--- src/rtl/ikbd_host_acia.sv ---
// ikbd_host_acia
// Host-side MC6850-style ACIA. This block is the far end of the HD63701 SCI
// serial link, which always runs 8N1. It turns host data writes into a serial
// stream on TXD, which drives the MCU's SCI receive pin. It also turns the
// MCU's SCI transmit stream (RXD) into a receive data register that the host
// can read.
//
// Ports
//   CLK     system clock; all registers update on the rising edge
//   RST     asynchronous reset, active high
//   CLK_EN  baud tick, one CLK wide; 16 or 64 ticks make one bit
//   CS/STB  an access happens only on a cycle where CS & STB are both high
//   RS      0 = control (write) / status (read); 1 = TDR (write) / RDR (read)
//   RW      1 = write, 0 = read
//   DI      host write data
//   DO      read data, combinational from RS
//   IRQ     interrupt request, active high
//   RXD     serial in from the MCU SCI TX
//   TXD     serial out to the MCU SCI RX
//   RTS_n   request to send, active low
module ikbd_host_acia #(
  parameter int SYNC_STAGES = 2
) (
  input  logic       CLK,
  input  logic       RST,
  input  logic       CLK_EN,
  input  logic       CS,
  input  logic       STB,
  input  logic       RS,
  input  logic       RW,
  input  logic [7:0] DI,
  output logic [7:0] DO,
  output logic       IRQ,
  input  logic       RXD,
  output logic       TXD,
  output logic       RTS_n
);

  typedef enum logic [1:0] {
    RX_IDLE,
    RX_START,
    RX_DATA,
    RX_STOP
  } rx_state_t;

  typedef enum logic [1:0] {
    TX_IDLE,
    TX_START,
    TX_DATA,
    TX_STOP
  } tx_state_t;

  // Host-visible registers and flags
  logic [7:0] cr_q, cr_d;
  logic       mr_q, mr_d;
  logic [7:0] tdr_q, tdr_d;
  logic [7:0] rdr_q, rdr_d;
  logic       tdre_q, tdre_d;
  logic       rdrf_q, rdrf_d;
  logic       fe_q, fe_d;
  logic       ovrn_q, ovrn_d;

  // Receiver
  logic [SYNC_STAGES-1:0] sync_q, sync_d;
  logic       rx_prev_q, rx_prev_d;
  rx_state_t  rx_state_q, rx_state_d;
  logic [5:0] rx_cnt_q, rx_cnt_d;
  logic [2:0] rx_idx_q, rx_idx_d;
  logic [7:0] rx_shift_q, rx_shift_d;
  logic       rx_len64_q, rx_len64_d;

  // Transmitter
  tx_state_t  tx_state_q, tx_state_d;
  logic [5:0] tx_cnt_q, tx_cnt_d;
  logic [2:0] tx_idx_q, tx_idx_d;
  logic [7:0] tx_shift_q, tx_shift_d;
  logic       tx_len64_q, tx_len64_d;
  logic       txd_q, txd_d;

  // Decoded helpers
  logic       acc, ctrl_wr, data_wr, data_rd;
  logic       brk, len64_now;
  logic       rx_sync;
  logic [5:0] rx_last, rx_half, tx_last;
  logic       tx_load, rx_land;
  logic [7:0] status;

  // The word-select bits CR[4:2] are kept so the register reads back
  // like a real 6850, but the link framing is fixed at 8N1.
  logic       unused_word_select;
  assign unused_word_select = ^cr_q[4:2];

  assign acc     = CS & STB;
  assign ctrl_wr = acc & RW & ~RS;
  assign data_wr = acc & RW & RS;
  assign data_rd = acc & ~RW & RS;

  assign brk       = (cr_q[6:5] == 2'b11);
  assign len64_now = (cr_q[1:0] == 2'b10);
  assign rx_sync   = sync_q[SYNC_STAGES-1];

  // Each FSM latches the bit length at every bit boundary. A divide change
  // written mid-frame is therefore picked up at the next boundary.
  assign rx_last = rx_len64_q ? 6'd63 : 6'd15;
  assign rx_half = rx_len64_q ? 6'd31 : 6'd7;
  assign tx_last = tx_len64_q ? 6'd63 : 6'd15;

  assign IRQ    = (cr_q[7] & (rdrf_q | ovrn_q)) | ((cr_q[6:5] == 2'b01) & tdre_q);
  assign status = {IRQ, 1'b0, ovrn_q, fe_q, 1'b0, 1'b0, tdre_q, rdrf_q};
  assign DO     = RS ? rdr_q : status;
  assign TXD    = txd_q;
  assign RTS_n  = (cr_q[6:5] == 2'b10);

  // Next-state logic. The statement order matters:
  //   1. The TX FSM can set TDRE on a load.
  //   2. A host data write on the same cycle still leaves TDRE clear, so the
  //      newly written byte stays pending.
  //   3. A host data read clears RDRF/OVRN before the RX landing logic runs.
  //      A byte landing on the same cycle as a read is accepted, not overrun.
  //   4. Master reset overrides everything else.
  always_comb begin
    cr_d       = cr_q;
    mr_d       = mr_q;
    tdr_d      = tdr_q;
    rdr_d      = rdr_q;
    tdre_d     = tdre_q;
    rdrf_d     = rdrf_q;
    fe_d       = fe_q;
    ovrn_d     = ovrn_q;
    sync_d     = {sync_q[SYNC_STAGES-2:0], RXD};
    rx_prev_d  = rx_sync;
    rx_state_d = rx_state_q;
    rx_cnt_d   = rx_cnt_q;
    rx_idx_d   = rx_idx_q;
    rx_shift_d = rx_shift_q;
    rx_len64_d = rx_len64_q;
    tx_state_d = tx_state_q;
    tx_cnt_d   = tx_cnt_q;
    tx_idx_d   = tx_idx_q;
    tx_shift_d = tx_shift_q;
    tx_len64_d = tx_len64_q;
    txd_d      = txd_q;
    tx_load    = 1'b0;
    rx_land    = 1'b0;

    // Transmitter
    if (!mr_q) begin
      if (brk) begin
        // Break aborts the frame and holds the line low; TDR is untouched.
        tx_state_d = TX_IDLE;
        tx_cnt_d   = '0;
        tx_idx_d   = '0;
        txd_d      = 1'b0;
      end else begin
        case (tx_state_q)
          TX_IDLE: begin
            txd_d = 1'b1;
            if (CLK_EN && !tdre_q) tx_load = 1'b1;
          end
          default: begin
            if (CLK_EN) begin
              if (tx_cnt_q != tx_last) begin
                tx_cnt_d = tx_cnt_q + 6'd1;
              end else begin
                tx_cnt_d   = '0;
                tx_len64_d = len64_now;
                if (tx_state_q == TX_START) begin
                  txd_d      = tx_shift_q[0];
                  tx_shift_d = {1'b0, tx_shift_q[7:1]};
                  tx_idx_d   = '0;
                  tx_state_d = TX_DATA;
                end else if (tx_state_q == TX_DATA) begin
                  if (tx_idx_q == 3'd7) begin
                    txd_d      = 1'b1;
                    tx_state_d = TX_STOP;
                  end else begin
                    txd_d      = tx_shift_q[0];
                    tx_shift_d = {1'b0, tx_shift_q[7:1]};
                    tx_idx_d   = tx_idx_q + 3'd1;
                  end
                end else begin
                  // End of the stop bit. Chain straight into the next
                  // frame if a byte is waiting, so there is no idle gap.
                  if (!tdre_q) begin
                    tx_load = 1'b1;
                  end else begin
                    tx_state_d = TX_IDLE;
                    txd_d      = 1'b1;
                  end
                end
              end
            end
          end
        endcase
        if (tx_load) begin
          tx_shift_d = tdr_q;
          tdre_d     = 1'b1;
          txd_d      = 1'b0;
          tx_state_d = TX_START;
          tx_cnt_d   = '0;
          tx_idx_d   = '0;
          tx_len64_d = len64_now;
        end
      end
    end

    // Host writes
    if (ctrl_wr) begin
      cr_d = DI;
      mr_d = (DI[1:0] == 2'b11);
    end
    if (data_wr) begin
      tdr_d  = DI;
      tdre_d = 1'b0;
    end

    // Host reads; status reads have no side effects.
    if (data_rd) begin
      rdrf_d = 1'b0;
      ovrn_d = 1'b0;
    end

    // Receiver
    if (!mr_q) begin
      case (rx_state_q)
        RX_IDLE: begin
          if (rx_prev_q && !rx_sync) begin
            rx_state_d = RX_START;
            rx_cnt_d   = '0;
            rx_len64_d = len64_now;
          end
        end
        RX_START: begin
          if (CLK_EN) begin
            if (rx_cnt_q != rx_half) begin
              rx_cnt_d = rx_cnt_q + 6'd1;
            end else begin
              // Mid-start sample. A high level here means the line only
              // glitched, so drop back to idle without touching any flag.
              rx_cnt_d   = '0;
              rx_idx_d   = '0;
              rx_len64_d = len64_now;
              rx_state_d = rx_sync ? RX_IDLE : RX_DATA;
            end
          end
        end
        RX_DATA: begin
          if (CLK_EN) begin
            if (rx_cnt_q != rx_last) begin
              rx_cnt_d = rx_cnt_q + 6'd1;
            end else begin
              rx_cnt_d   = '0;
              rx_len64_d = len64_now;
              rx_shift_d = {rx_sync, rx_shift_q[7:1]};
              if (rx_idx_q == 3'd7) rx_state_d = RX_STOP;
              else rx_idx_d = rx_idx_q + 3'd1;
            end
          end
        end
        default: begin
          if (CLK_EN) begin
            if (rx_cnt_q != rx_last) begin
              rx_cnt_d = rx_cnt_q + 6'd1;
            end else begin
              rx_cnt_d   = '0;
              rx_state_d = RX_IDLE;
              rx_land    = 1'b1;
            end
          end
        end
      endcase
    end

    if (rx_land) begin
      if (rdrf_q && !data_rd) begin
        ovrn_d = 1'b1;
      end else begin
        rdr_d  = rx_shift_q;
        rdrf_d = 1'b1;
        fe_d   = ~rx_sync;
      end
    end

    // Master reset holds both FSMs idle and clears all flags.
    // Leaving master reset marks the transmit register as empty.
    if (mr_d) begin
      tdre_d     = 1'b0;
      rdrf_d     = 1'b0;
      fe_d       = 1'b0;
      ovrn_d     = 1'b0;
      rx_state_d = RX_IDLE;
      rx_cnt_d   = '0;
      tx_state_d = TX_IDLE;
      tx_cnt_d   = '0;
      txd_d      = 1'b1;
    end else if (mr_q) begin
      tdre_d = 1'b1;
    end
  end

  always_ff @(posedge CLK or posedge RST) begin
    if (RST) begin
      cr_q       <= 8'h03;
      mr_q       <= 1'b1;
      tdr_q      <= '0;
      rdr_q      <= '0;
      tdre_q     <= 1'b0;
      rdrf_q     <= 1'b0;
      fe_q       <= 1'b0;
      ovrn_q     <= 1'b0;
      sync_q     <= '1;
      rx_prev_q  <= 1'b1;
      rx_state_q <= RX_IDLE;
      rx_cnt_q   <= '0;
      rx_idx_q   <= '0;
      rx_shift_q <= '0;
      rx_len64_q <= 1'b0;
      tx_state_q <= TX_IDLE;
      tx_cnt_q   <= '0;
      tx_idx_q   <= '0;
      tx_shift_q <= '0;
      tx_len64_q <= 1'b0;
      txd_q      <= 1'b1;
    end else begin
      cr_q       <= cr_d;
      mr_q       <= mr_d;
      tdr_q      <= tdr_d;
      rdr_q      <= rdr_d;
      tdre_q     <= tdre_d;
      rdrf_q     <= rdrf_d;
      fe_q       <= fe_d;
      ovrn_q     <= ovrn_d;
      sync_q     <= sync_d;
      rx_prev_q  <= rx_prev_d;
      rx_state_q <= rx_state_d;
      rx_cnt_q   <= rx_cnt_d;
      rx_idx_q   <= rx_idx_d;
      rx_shift_q <= rx_shift_d;
      rx_len64_q <= rx_len64_d;
      tx_state_q <= tx_state_d;
      tx_cnt_q   <= tx_cnt_d;
      tx_idx_q   <= tx_idx_d;
      tx_shift_q <= tx_shift_d;
      tx_len64_q <= tx_len64_d;
      txd_q      <= txd_d;
    end
  end

endmodule

--- config.mk ---
export PLATFORM = sky130hd
export DESIGN_NAME = ikbd_host_acia
export DESIGN_NICKNAME = d
export VERILOG_FILES = /design/src/rtl/ikbd_host_acia.sv
export SDC_FILE = /design/constraint.sdc
export NUM_CORES = 1
export LEC_CHECK = 0
export CAP_MARGIN = 20
export CORE_MARGIN = 5
export CORE_UTILIZATION = 60
export CTS_BUF_LIST = sky130_fd_sc_hd__clkbuf_8
export CTS_CLUSTER_DIAMETER = 100
export DETAILED_ROUTE_END_ITERATION = 7
export PLACE_DENSITY = 0.78
export SYNTH_ARGS = -nofsm -noshare
export SYNTH_HDL_FRONTEND = slang
export SYNTH_SLANG_ARGS = --single-unit
--- constraint.sdc ---
create_clock -name CLK -period 4.05 [get_ports CLK]
set_clock_uncertainty 0.05 [all_clocks]
set_input_delay 0.81 -clock CLK [delete_from_list [all_inputs] [get_ports CLK]]
set_output_delay 0.81 -clock CLK [all_outputs]
set_load 0.02 [all_outputs]
### Word level (Yosys, flattened, before mapping)

Cells that the tools add are included.

* add/sub/neg operators: 4
* equal/unequal tests: 40
* muxes and demuxes: 114
* bitwise operators: 17
* reduce and logical (&&, ||, !) cells: 36

Operator list (count)
* $mux 6: 16
* $mux 8: 8
* $mux 1: 50
* $mux 2: 22
* $mux 3: 13
* $ne 3x3->1 const B: 7
* $reduce_and 7->1: 3
* $ne 2x2->1 const B: 8
* $add 6x1->6 const B: 2
* $eq 2x2->1 const B: 6
* $ne 6x6->1: 2
* $pmux 6 s2: 1
* $reduce_and 4->1: 3
* $reduce_and 6->1: 2
* $reduce_bool 3->1: 4
* $reduce_bool 4->1: 3
* $reduce_and 9->1: 1
* $and 1x1->1: 8
* $ne 4x3->1 const B: 2
* $ne 4x4->1 const B: 2
* $not 1->1: 7
* $reduce_bool 7->1: 1
* $add 3x1->3 const B: 2
* $eq 2x1->1 const B: 3
* other kinds (22): 35

* flip-flop bits (word level): 73
* input bits: 16
* output and inout port bits: 11
* word-level logic and storage cells: 232

### Longest topological paths before layout

Gate-level depths: netlist of the first run.

* depth in word-level cells: 13
* mapped depth: 8
* depth with buffers taken out: 7

### Worst setup path after synthesis of the first run

No wires, ideal clock.

* path kind: input-to-reg
* from: input port RS
* to: register tx_cnt_q[4]
* setup time: 96 ps
* data arrival time: 2303 ps
* data required time: 3904 ps
* setup slack: 1601 ps
* cell stages on the path: 6
* buffers on the path: 0
* cells stage by stage: nand4b_1 mux2_2 clkinv_1 nor4_1 nand2_1 o31ai_1

* word-level cells in the longest chain between the ends: 5
* elaborated cells on any way between the ends: 8
* classes of those cells: 2 x eq/ne; 2 x mux; 2 x bitwise; 2 x reduce/logical

RTL lines
* from (decl): line 29 `input logic RS,`
* $not 1->1 *: line 94 `assign ctrl_wr = acc & RW & ~RS;`
* $and 1x1->1 *: line 94
* $mux 1 *: line 208 `if (ctrl_wr) begin`
* $ne 4x4->1 (no line) (tied with other cells)
* $reduce_and 3->1 (no line)
* to (signal assigned): line 341 `tx_cnt_q <= tx_cnt_d;`
* to (decl): line 74 `logic [5:0] tx_cnt_q, tx_cnt_d;`

Mark *: on every way between the ends. The rest lies on a longest branch, timed or not.
A chain may end at the register's enable or synchronous reset.

### Final worst setup path of the first run

* from: input port RS
* to: output port DO[5]

* word-level cells in the longest chain between the ends: 1

RTL lines
* $mux 8: line 110 `assign DO = RS ? rdr_q : status;`
* to (decl): line 32 `output logic [7:0] DO,`

Every way passes these cells.

==> impl_results.md, run 1 <==
- Max-slew violation count: 0
- Synthesized Nets: about 360
- Setup crit end kind: primary output
- Post-Syn Instances: approximately 330
- Post-DP Area: roughly 4000 um^2
- Final wirelength: 7.41 mm
- WP data arrival: about 2.5 ns
- Gpl congestion: 0.836
- WHS: roughly 0.30 ns
- CP peak stage delay: just over 0.7 ns
- Setup TNS: 0 ns
- Io pins: 27
- Initial antenna violation count: 0
- Pin slew with the least headroom to its limit: about 0.81 ns
- Final WS setup: a little over 0.7 ns
- Req. time, crit path: about 3.2 ns
- Core area: just under 6000 um^2
- Netlist cell types: between 50 and 60
- # diodes: 0
- Synth Area in Simple Gates: 0.165
- Post-DRT Antenna Nets: 0
- Vias in the first global route: between 2000 and 3000
- WL per Instance: about 17 um
- Critical-path cell list: clkdlybuf4s50_1, mux2_2, clkdlybuf4s50_1
- Peak fanout along the critical path: 11
- Status: complete, no violations
- Placed cells: 425
- Adder-Cell Fraction of Synth Area: 0.0454
- HP Class: register to register
- Area grow syn2layout: 16.1%
- Die Width: ~87 um
- Length of the first detailed-routing pass in iterations: 5
- Cell repeated most along the worst path: clkdlybuf4s50_1
- Place WS: between 0.6 and 0.7 ns
- Commonest non-fill, non-tap cell in the layout: dfrtp_1
- Async set-reset flop share out of synthesis: 1.00
- CTS Buffer Depth: 2
- Count of final setup violators: 0
- Via count: between 2000 and 3000
- Worst skew pair latency: roughly 0.35 ns
- Die area: about 7600 um^2
- Number of synthesized flops with an enable pin: 0
- FF-to-FF setup slack: about 1.6 ns
- Share of layout cells above drive strength 1: 0.194
- #FFs+latches synth: 70
- CTS tree: yes
- Synth Area in Compound Gates: 0.142
- Post-CTS setup buffers: 0
- Die height: approximately 87 um
- Max-cap viol count: 0
- Post-synth top area share: 0.440
- Top achievable clock speed: roughly 300 MHz
- Initial Utilization: 0.612
- Static Leak: 1.94 nW
- Post-CTS sizing: 0
- Hold Vio Cnt, Final: 0
- Most frequent cells in the layout: dfrtp_1 (63), mux2_2 (39), clkdlybuf4s50_1 (26)
- Top FF cell, synth: dfrtp_1
- Worst IR drop on VDD: about 0.39 mV
- Via/cell ratio: about 6.1
- Post-Synth XOR/XNOR Area: 0
- Fillers: 400
- Fin area: ~4200 um^2
- GRT Residual Overflow: 0
- Post-CTS Hold Buffers: 0
- Htree depth: 3
- Num Clock Sinks: 70
- Synthesis Warnings: 0
- Final core area utilization: 0.711
- Power per cell area: 510 nW/um^2
- Mux contribution to synthesized area: 0.134
- Final HPWL DP: roughly 5.2 mm
- Post-layout min period: approximately 3.3 ns
- TritonCTS Buffers: 9
- Sequential-to-total area share from yosys stat: 0.491
- Mean post-synth cell area: ~11 um^2
- Unrepaired setup endpoints after global routing: no
- Total Routing Usage GR: 0.217
- CTS root buf: clkbuf_8
- Max-slew headroom: 0.443
- NumNets Final: 390
- Largest family of logic cells by synthesized area: simple AND/OR/NAND/NOR gates
- Synth area leaders: dfrtp_1 (44%), mux2_2 (12%), dfstp_2 (5.1%), ha_1 (4.5%), nand2_1 (2.6%)
- Post-route insts no fill: about 440
- Detailed Route Iter0 Violations: ~190
- FP Rows: 28
- Post-Syn Area: 3580 um^2
- Worst path slowest cell: clkdlybuf4s50_1
- First-pass GRT wire length: around 13 mm
- Pin count of the biggest net entering global routing: between 70 and 80
- Crit share post-route: 0.825
- Cell taking the most area after synthesis: dfrtp_1
- CTS clk-pin slew, worst paths: 0.08 ns
- Crit start category: input port
- Critical path class: input port to primary output
- Tot Pwr: between 2 and 2.5 mW
- Port Buffers: 26
- DRC errors left: 0
path summary, 6_finish.rpt:
path	start	endpoint	cells after the start
max	RS	DO[5]	3
min	sync_q[0]	sync_q[1]	0
max reg2reg	tx_state_q[1]	tx_idx_q[0]	7
min reg2reg	sync_q[0]	sync_q[1]	0
max in group asynchronous	RST	rdr_q[0]	3
min in group asynchronous	RST	tdr_q[7]	3
sequential cells by signal, indices dropped and copies added (netlist names):
register / cells
tdre_q: 1
rx_state_q: 2
rx_prev_q: 1
tx_len64_q: 1
rx_cnt_q: 6
rx_shift_q: 8
rx_idx_q: 3
tdr_q: 8
sync_q: 2
tx_cnt_q: 6
rdr_q: 8
ovrn_q: 1
cr_q: 5
tx_state_q: 2
TXD: 1
rdrf_q: 1
mr_q: 1
tx_shift_q: 8
tx_idx_q: 3
rx_len64_q: 1
fe_q: 1
synthesized netlist by cell type (4+ instances only):
library cell and count:
dfrtp_1 63, mux2_2 39, nand2_1 25, a21oi_1 15, inv_1 14, o21ai_0 14
ha_1 13, and2_1 12, nand3_1 12, and3_1 10, a211o_1 8, nor2_1 8
dfstp_2 7, nor3_1 7, nor2b_1 6, clkbuf_1 5, o21a_1 5, a21o_1 4
mux2i_1 4, nand2b_1 4, or3_1 4
cells by family after synthesis:
logic type      after synthesis
compound gates               73
fa+ha+maj                    13
buf+inv                      21
flops                        70
mux                          43
simple gates                107
report_power, final:
group          switching, mW  internal, mW
Clock                  0.278         0.350
Sequential            0.0958         0.829
Combinational          0.315         0.251
Total                  0.689          1.43
layer usage:
metal  up-vias  GRT usage  part of all wire
met5         -          0                 0
met4         0     0.0851             0.019
met3        13     0.0397             0.042
met2        69      0.342              0.47
met1      1330      0.297              0.47
li1       1282          -                 -
cell type report:
type / instances / area, um^2 / share of cell area
Sequential cell: 70 / 1760 / 0.423
Multi-Input combinational cell: 236 / 1740 / 0.419
Timing Repair Buffer: 29 / 283 / 0.0680
Clock buffer: 9 / 124 / 0.0298
Clock inverter: 7 / 97.6 / 0.0235
Tap cell: 75 / 93.8 / 0.0226
Inverter: 15 / 56.3 / 0.0135
worst max-delay path, delay by kind of cell:
| kind | cells | cell delay (ns) |
|---|---|---|
| buffers and inverters | 2 | 1.27 |
| muxes | 1 | 0.39 |
Power figures use the tool's default switching activity.
==> run 2: changes to the inputs <==
Settings changed: CORE_UTILIZATION 60 to 55, PLACE_DENSITY 0.78 to 0.75.
Clock period 4.05 ns to 2.8 ns, I/O delays scaled along.
==> run 2 against run 1 <==
Against the previous run:
- sequential power rose by 44%
- hold slack better by 0.0051 ns
- clock-buffer cell count is 2 higher
- final area is 3.5% higher
- clock power increased by 66%
- total power is 53% higher
- first-iteration DRC count up 7.0%
- utilization down 3.3 points
- critical endpoint is now DO[1]
- largest power group unchanged
- highest routed layer unchanged
==> impl_results.md, run 2 (synthesized netlist as in run 1, its figures left out) <==
- Post-layout min period: 2.54 ns
- Unrepaired setup endpoints after global routing: no
- FF-to-FF setup slack: 0.34 ns (-1.27 ns)
- Die area: 8230 um^2 (+8.0%)
- Final wirelength: 7.62 mm (+2.8%)
- WP data arrival: 1.93 ns (-0.55 ns)
- Crit start category: input port
- Static Leak: 2.02 nW (+4.0%)
- Final HPWL DP: 5.23 mm (+1.3%)
- Worst skew pair latency: 0.35 ns (about the same)
- DRC errors left: 0 (unchanged)
- Critical-path cell list: dlygate4sd2_1, mux2_2, clkdlybuf4s50_1
- R2r endpoint: tx_shift_q[1]
- Htree depth: 3 (unchanged)
- CTS clk-pin slew, worst paths: 0.08 ns (about the same)
- Worst R2R Path Depth: 5 (-2)
- Io pins: 27 (unchanged)
- CTS root buf: clkbuf_8
- FP Rows: 29 (+3.6%)
- Critical path class: input port to primary output
- Reg2reg start: tx_len64_q
- Num Clock Sinks: 70 (unchanged)
- Via/cell ratio: 6.07 (-0.60%)
- Post-CTS Hold Buffers: 0 (unchanged)
- Via count: 2769 (+2.8%)
- HP Class: register to register
- Status: complete, no violations
- Worst IR drop on VDD: 0.496 mV (+27%)
- Power per cell area: 754 nW/um^2 (+48%)
- Critical path depth: 3 (unchanged)
- Worst path slowest cell: clkdlybuf4s50_1
- Max-slew violation count: 0 (unchanged)
- CTS Buffer Depth: 2 (unchanged)
- Area grow syn2layout: 20.2%
- Setup crit end kind: primary output
- Top achievable clock speed: 393 MHz
- GRT Residual Overflow: 0 (unchanged)
- Pin slew with the least headroom to its limit: 0.887 ns (+0.0731 ns)
- Commonest non-fill, non-tap cell in the layout: dfrtp_1
- Buf+Inv Stages, Crit Path: 2 (unchanged)
- Setup TNS: 0 ns (unchanged)
- First-pass GRT wire length: 13.5 mm (+3.7%)
- Crit share post-route: 0.908
- CTS tree: yes
- Die height: 90.7 um (+3.9%)
- Port Buffers: 26 (unchanged)
- Post-DRT Antenna Nets: 0 (unchanged)
- Req. time, crit path: 2.19 ns (-1.00 ns)
- # diodes: 0 (unchanged)
- Share of layout cells above drive strength 1: 0.224 (+0.0303)
- TritonCTS Buffers: 9 (unchanged)
- NumNets Final: 403 (+3.3%)
- Max-cap viol count: 0 (unchanged)
- CP peak stage delay: 0.55 ns (-0.17 ns)
- Post-CTS setup buffers: 0 (unchanged)
- Most frequent cells in the layout: dfrtp_1 (63), mux2_2 (39), nand2_1 (25), clkdlybuf4s50_1 (25)
- Max-slew headroom: 0.401 (-0.0428)
- Tot Pwr: 3.24 mW (+53%)
- Initial antenna violation count: 0 (unchanged)
- Pin count of the biggest net entering global routing: 34 (-52%)
- Crit path max-delay family: buffers and inverters
- Length of the first detailed-routing pass in iterations: 4 (-1)
- Initial Utilization: 0.564 (-0.0481)
- WL per Instance: 16.7 um (-0.63%)
- Gpl congestion: 0.877 (+4.9%)
- Vias in the first global route: 2845 (+4.8%)
- Fillers: 483 (+21%)
- Detailed Route Iter0 Violations: 200 (+7.0%)
- Total Routing Usage GR: 0.201 (-0.0157)
- Die Width: 90.7 um (+3.9%)
- Hold Vio Cnt, Final: 0 (unchanged)
- Peak fanout along the critical path: 10 (-1)
- Min-delay src: sync_q[0]
- Hold path depth: 0 (unchanged)
- Count of final setup violators: 0 (unchanged)
- Hold endpoint: sync_q[1]
- Core area: 6350 um^2 (+8.5%)
## run 2: worst max-delay path by stage
stage,start,to
6_report,RS,DO[1]
5_1_grt,tx_cnt_q[0],tx_shift_q[1]
4_1_cts,RS,DO[7]
3_5_place_dp,RS,DO[7]
3_3_place_gp,RS,DO[1]
2_1_floorplan,RST,cr_q[5]
## run 2: timing repair
action	4_1_cts	5_1_grt
endpoints found under the hold margin	0	0
setup endpoints to repair	5	0
gates resized for setup	1	0
## run 2: metal layers
layer	routed length, um	part of all wire	track usage	vias up
met3	316	0.041	0.0433	16
met5	0	0	0	-
met1	3600	0.47	0.272	1376
li1	-	-	-	1309
met2	3530	0.46	0.310	68
met4	163	0.021	0.0893	0
## run 2: metrics by stage
step / util / hold WS (ns) / setup WS [ns] / area, um^2 / cells
2_1_floorplan: - / 0.295 / 0.433 / 3580 / 327
3_3_place_gp: 0.638 / 0.298 / 0.0257 / 4050 / 440
3_5_place_dp: 0.638 / 0.301 / 0.00180 / 4050 / 440
4_1_cts: 0.678 / 0.311 / 0.255 / 4300 / 456
5_1_grt: 0.678 / 0.317 / 0.143 / 4300 / 456
6_report: 0.678 / 0.310 / 0.259 / 4300 / 456
## run 2: layout make-up
| class | count | area, um^2 | share of cell area |
|---|---|---|---|
| inverter | 15 | 56.3 | 0.0131 |
| clock inverter | 5 | 105 | 0.0244 |
| multi-input combinational | 236 | 1740 | 0.405 |
| tap | 77 | 96.3 | 0.0224 |
| sequential | 70 | 1760 | 0.409 |
| timing repair buffer | 42 | 392 | 0.0910 |
| clock buffer | 11 | 151 | 0.0352 |
## run 2: where the power goes
group          internal (mW)  leakage (nW)  switching (mW)  total [mW]
registers               1.20         0.915           0.134        1.33
clock network          0.640         0.122           0.401        1.04
logic                  0.403         0.983           0.467       0.870
==> run 3: changes to the inputs <==
Settings changed: CORE_ASPECT_RATIO set to 1.4.
==> run 3 against run 2 <==
Against the previous run:
- via count decreased by 2.2%
- clock power decreased by 15%
- routed wire length increased by 0.25%
- sequential share of layout area increased by 0.64 points
- final cell count decreased by 1.8%
- die area increased by 0.27%
- first-iteration DRC count decreased by 28%
- total power decreased by 4.8%
- clock-buffer cell count decreased by 2
- highest routed layer unchanged
==> impl_results.md, run 3 (synthesized netlist as in run 1, its figures left out) <==
- Status: complete, no violations
- Io pins: 27 (unchanged)
- Final WS setup: 0.271 ns (+0.0120 ns)
- Die Width: 78.2 um (-14%)
- Die height: 105 um (+16%)
- TritonCTS Buffers: 9 (unchanged)
- HP Class: register to register
- Post-layout min period: 2.53 ns (-0.0120 ns)
- Setup TNS: 0 ns (unchanged)
- Port Buffers: 26 (unchanged)
- Num Clock Sinks: 70 (unchanged)
- Critical-path cell list: dlygate4sd2_1, mux2_2, clkdlybuf4s50_1
- Commonest non-fill, non-tap cell in the layout: dfrtp_1
- Initial Utilization: 0.569 (+0.00482)
- Final core area utilization: 0.673 (-0.00474)
- Core area: 6300 um^2 (-0.85%)
- Post-DRT Antenna Nets: 0 (unchanged)
- Fillers: 502 (+3.9%)
- CP peak stage delay: 0.54 ns (about the same)
- Req. time, crit path: 2.19 ns (about the same)
- Vias in the first global route: 2700 (-5.1%)
- Place WS: -0.0285 ns (-0.0303 ns)
- # diodes: 0 (unchanged)
- CTS tree: yes
- First-pass GRT wire length: 12.8 mm (-5.2%)
- Share of layout cells above drive strength 1: 0.218 (-0.00619)
- Max-cap viol count: 0 (unchanged)
- Hold Vio Cnt, Final: 0 (unchanged)
- Via/cell ratio: 6.04 (-0.46%)
- Pin slew with the least headroom to its limit: 0.836 ns (-0.0511 ns)
- Length of the first detailed-routing pass in iterations: 4 (unchanged)
- Count of final setup violators: 0 (unchanged)
- Area grow syn2layout: 18.3%
- Detailed Route Iter0 Violations: 145 (-28%)
- Crit start category: input port
- Final wirelength: 7.64 mm (+0.25%)
- Critical path class: input port to primary output
- Hold path depth: 0 (unchanged)
- Peak fanout along the critical path: 10 (unchanged)
- Most frequent cells in the layout: dfrtp_1 (63), mux2_2 (39), nand2_1 (25), clkdlybuf4s50_1 (25), a21oi_1 (15)
- Register Area: 1760 um^2 (unchanged)
- Pin count of the biggest net entering global routing: 71 (+110%)
- WP data arrival: 1.92 ns (about the same)
- Worst IR drop on VDD: 0.413 mV (-17%)
- Post-route insts no fill: 448 (-1.8%)
- CTS root buf: clkbuf_8
- Post-CTS Hold Buffers: 0 (unchanged)
- WL per Instance: 17.0 um (+2.0%)
- CTS Buffer Depth: 2 (unchanged)
- Max-slew violation count: 0 (unchanged)
- Total Routing Usage GR: 0.197 (-0.00479)
- Multi-input gate area: 1740 um^2 (unchanged)
- CTS clk-pin slew, worst paths: 0.07 ns (about the same)
- Tot Pwr: 3.09 mW (-4.8%)
- Post-CTS sizing: 1 (unchanged)
- Max-slew headroom: 0.435 (+0.0346)
- Post-CTS setup buffers: 0 (unchanged)
- Top achievable clock speed: 395 MHz (+0.47%)
- GRT Residual Overflow: 0 (unchanged)
- DRC errors left: 0 (unchanged)
- Gpl congestion: 0.864 (-1.5%)
- Initial antenna violation count: 0 (unchanged)
- Crit share post-route: 0.903 (-0.00427)
- Die area: 8250 um^2 (+0.27%)
- NumNets Final: 401 (-0.50%)
- Htree depth: 3 (unchanged)
- Static Leak: 2.00 nW (-1.1%)
- Final HPWL DP: 5.47 mm (+4.5%)
- Unrepaired setup endpoints after global routing: no
- Placed cells: 433 (-1.6%)
- Worst skew pair latency: 0.36 ns (about the same)
- Setup crit end kind: primary output
- Worst path slowest cell: clkdlybuf4s50_1
- Worst R2R Path Depth: 5 (unchanged)
- Power per cell area: 729 nW/um^2 (-3.3%)
- Via count: 2708 (-2.2%)
- FP Rows: 34 (+17%)
==> run 3: critical path: cells and delay by family <==
family	cells	cell delay [ns]
buffers and inverters	2	0.97
multiplexers	1	0.39
==> run 3: layout make-up <==
class                      count  share of cell area
clock inverter                 6              0.0207
tap                           72              0.0213
inverter                      15              0.0133
multi-input combinational    236               0.411
sequential                    70               0.415
clock buffer                   9              0.0292
timing repair buffer          40              0.0889
==> run 3: path summary, 6_finish.rpt <==
kind | start | to | slack (ns)
worst min-delay path | sync_q[0] | sync_q[1] | 0.31
worst min register to register | sync_q[0] | sync_q[1] | 0.31
max in group asynchronous | RST | sync_q[0] | 1.83
worst max register to register | tx_cnt_q[4] | tx_shift_q[3] | 0.39
min in group asynchronous | RST | tdr_q[4] | 0.54
worst max-delay path | RS | DO[0] | 0.27
==> run 3: through the flow <==
| stage | area, um^2 | hold WS (ns) |
|---|---|---|
| floorplan | 3580 | 0.295 |
| global placement | 4030 | 0.296 |
| finish | 4240 | 0.310 |
| CTS | 4240 | 0.312 |
| global route | 4240 | 0.323 |
| detailed placement | 4030 | 0.302 |
==> run 3: layer usage <==
| layer | up-vias | global-route usage | part of all wire |
|---|---|---|---|
| li1 | 1295 | - | - |
| met1 | 1361 | 0.237 | 0.42 |
| met2 | 40 | 0.340 | 0.53 |
| met3 | 12 | 0.0384 | 0.030 |
| met4 | 0 | 0.0825 | 0.019 |
| met5 | - | 0 | 0 |
==> run 3: where the power goes <==
part | switching [mW] | internal, mW | total [mW]
Sequential | 0.132 | 1.20 | 1.33
Combinational | 0.469 | 0.401 | 0.871
Clock | 0.391 | 0.496 | 0.887
Total | 0.992 | 2.10 | 3.09
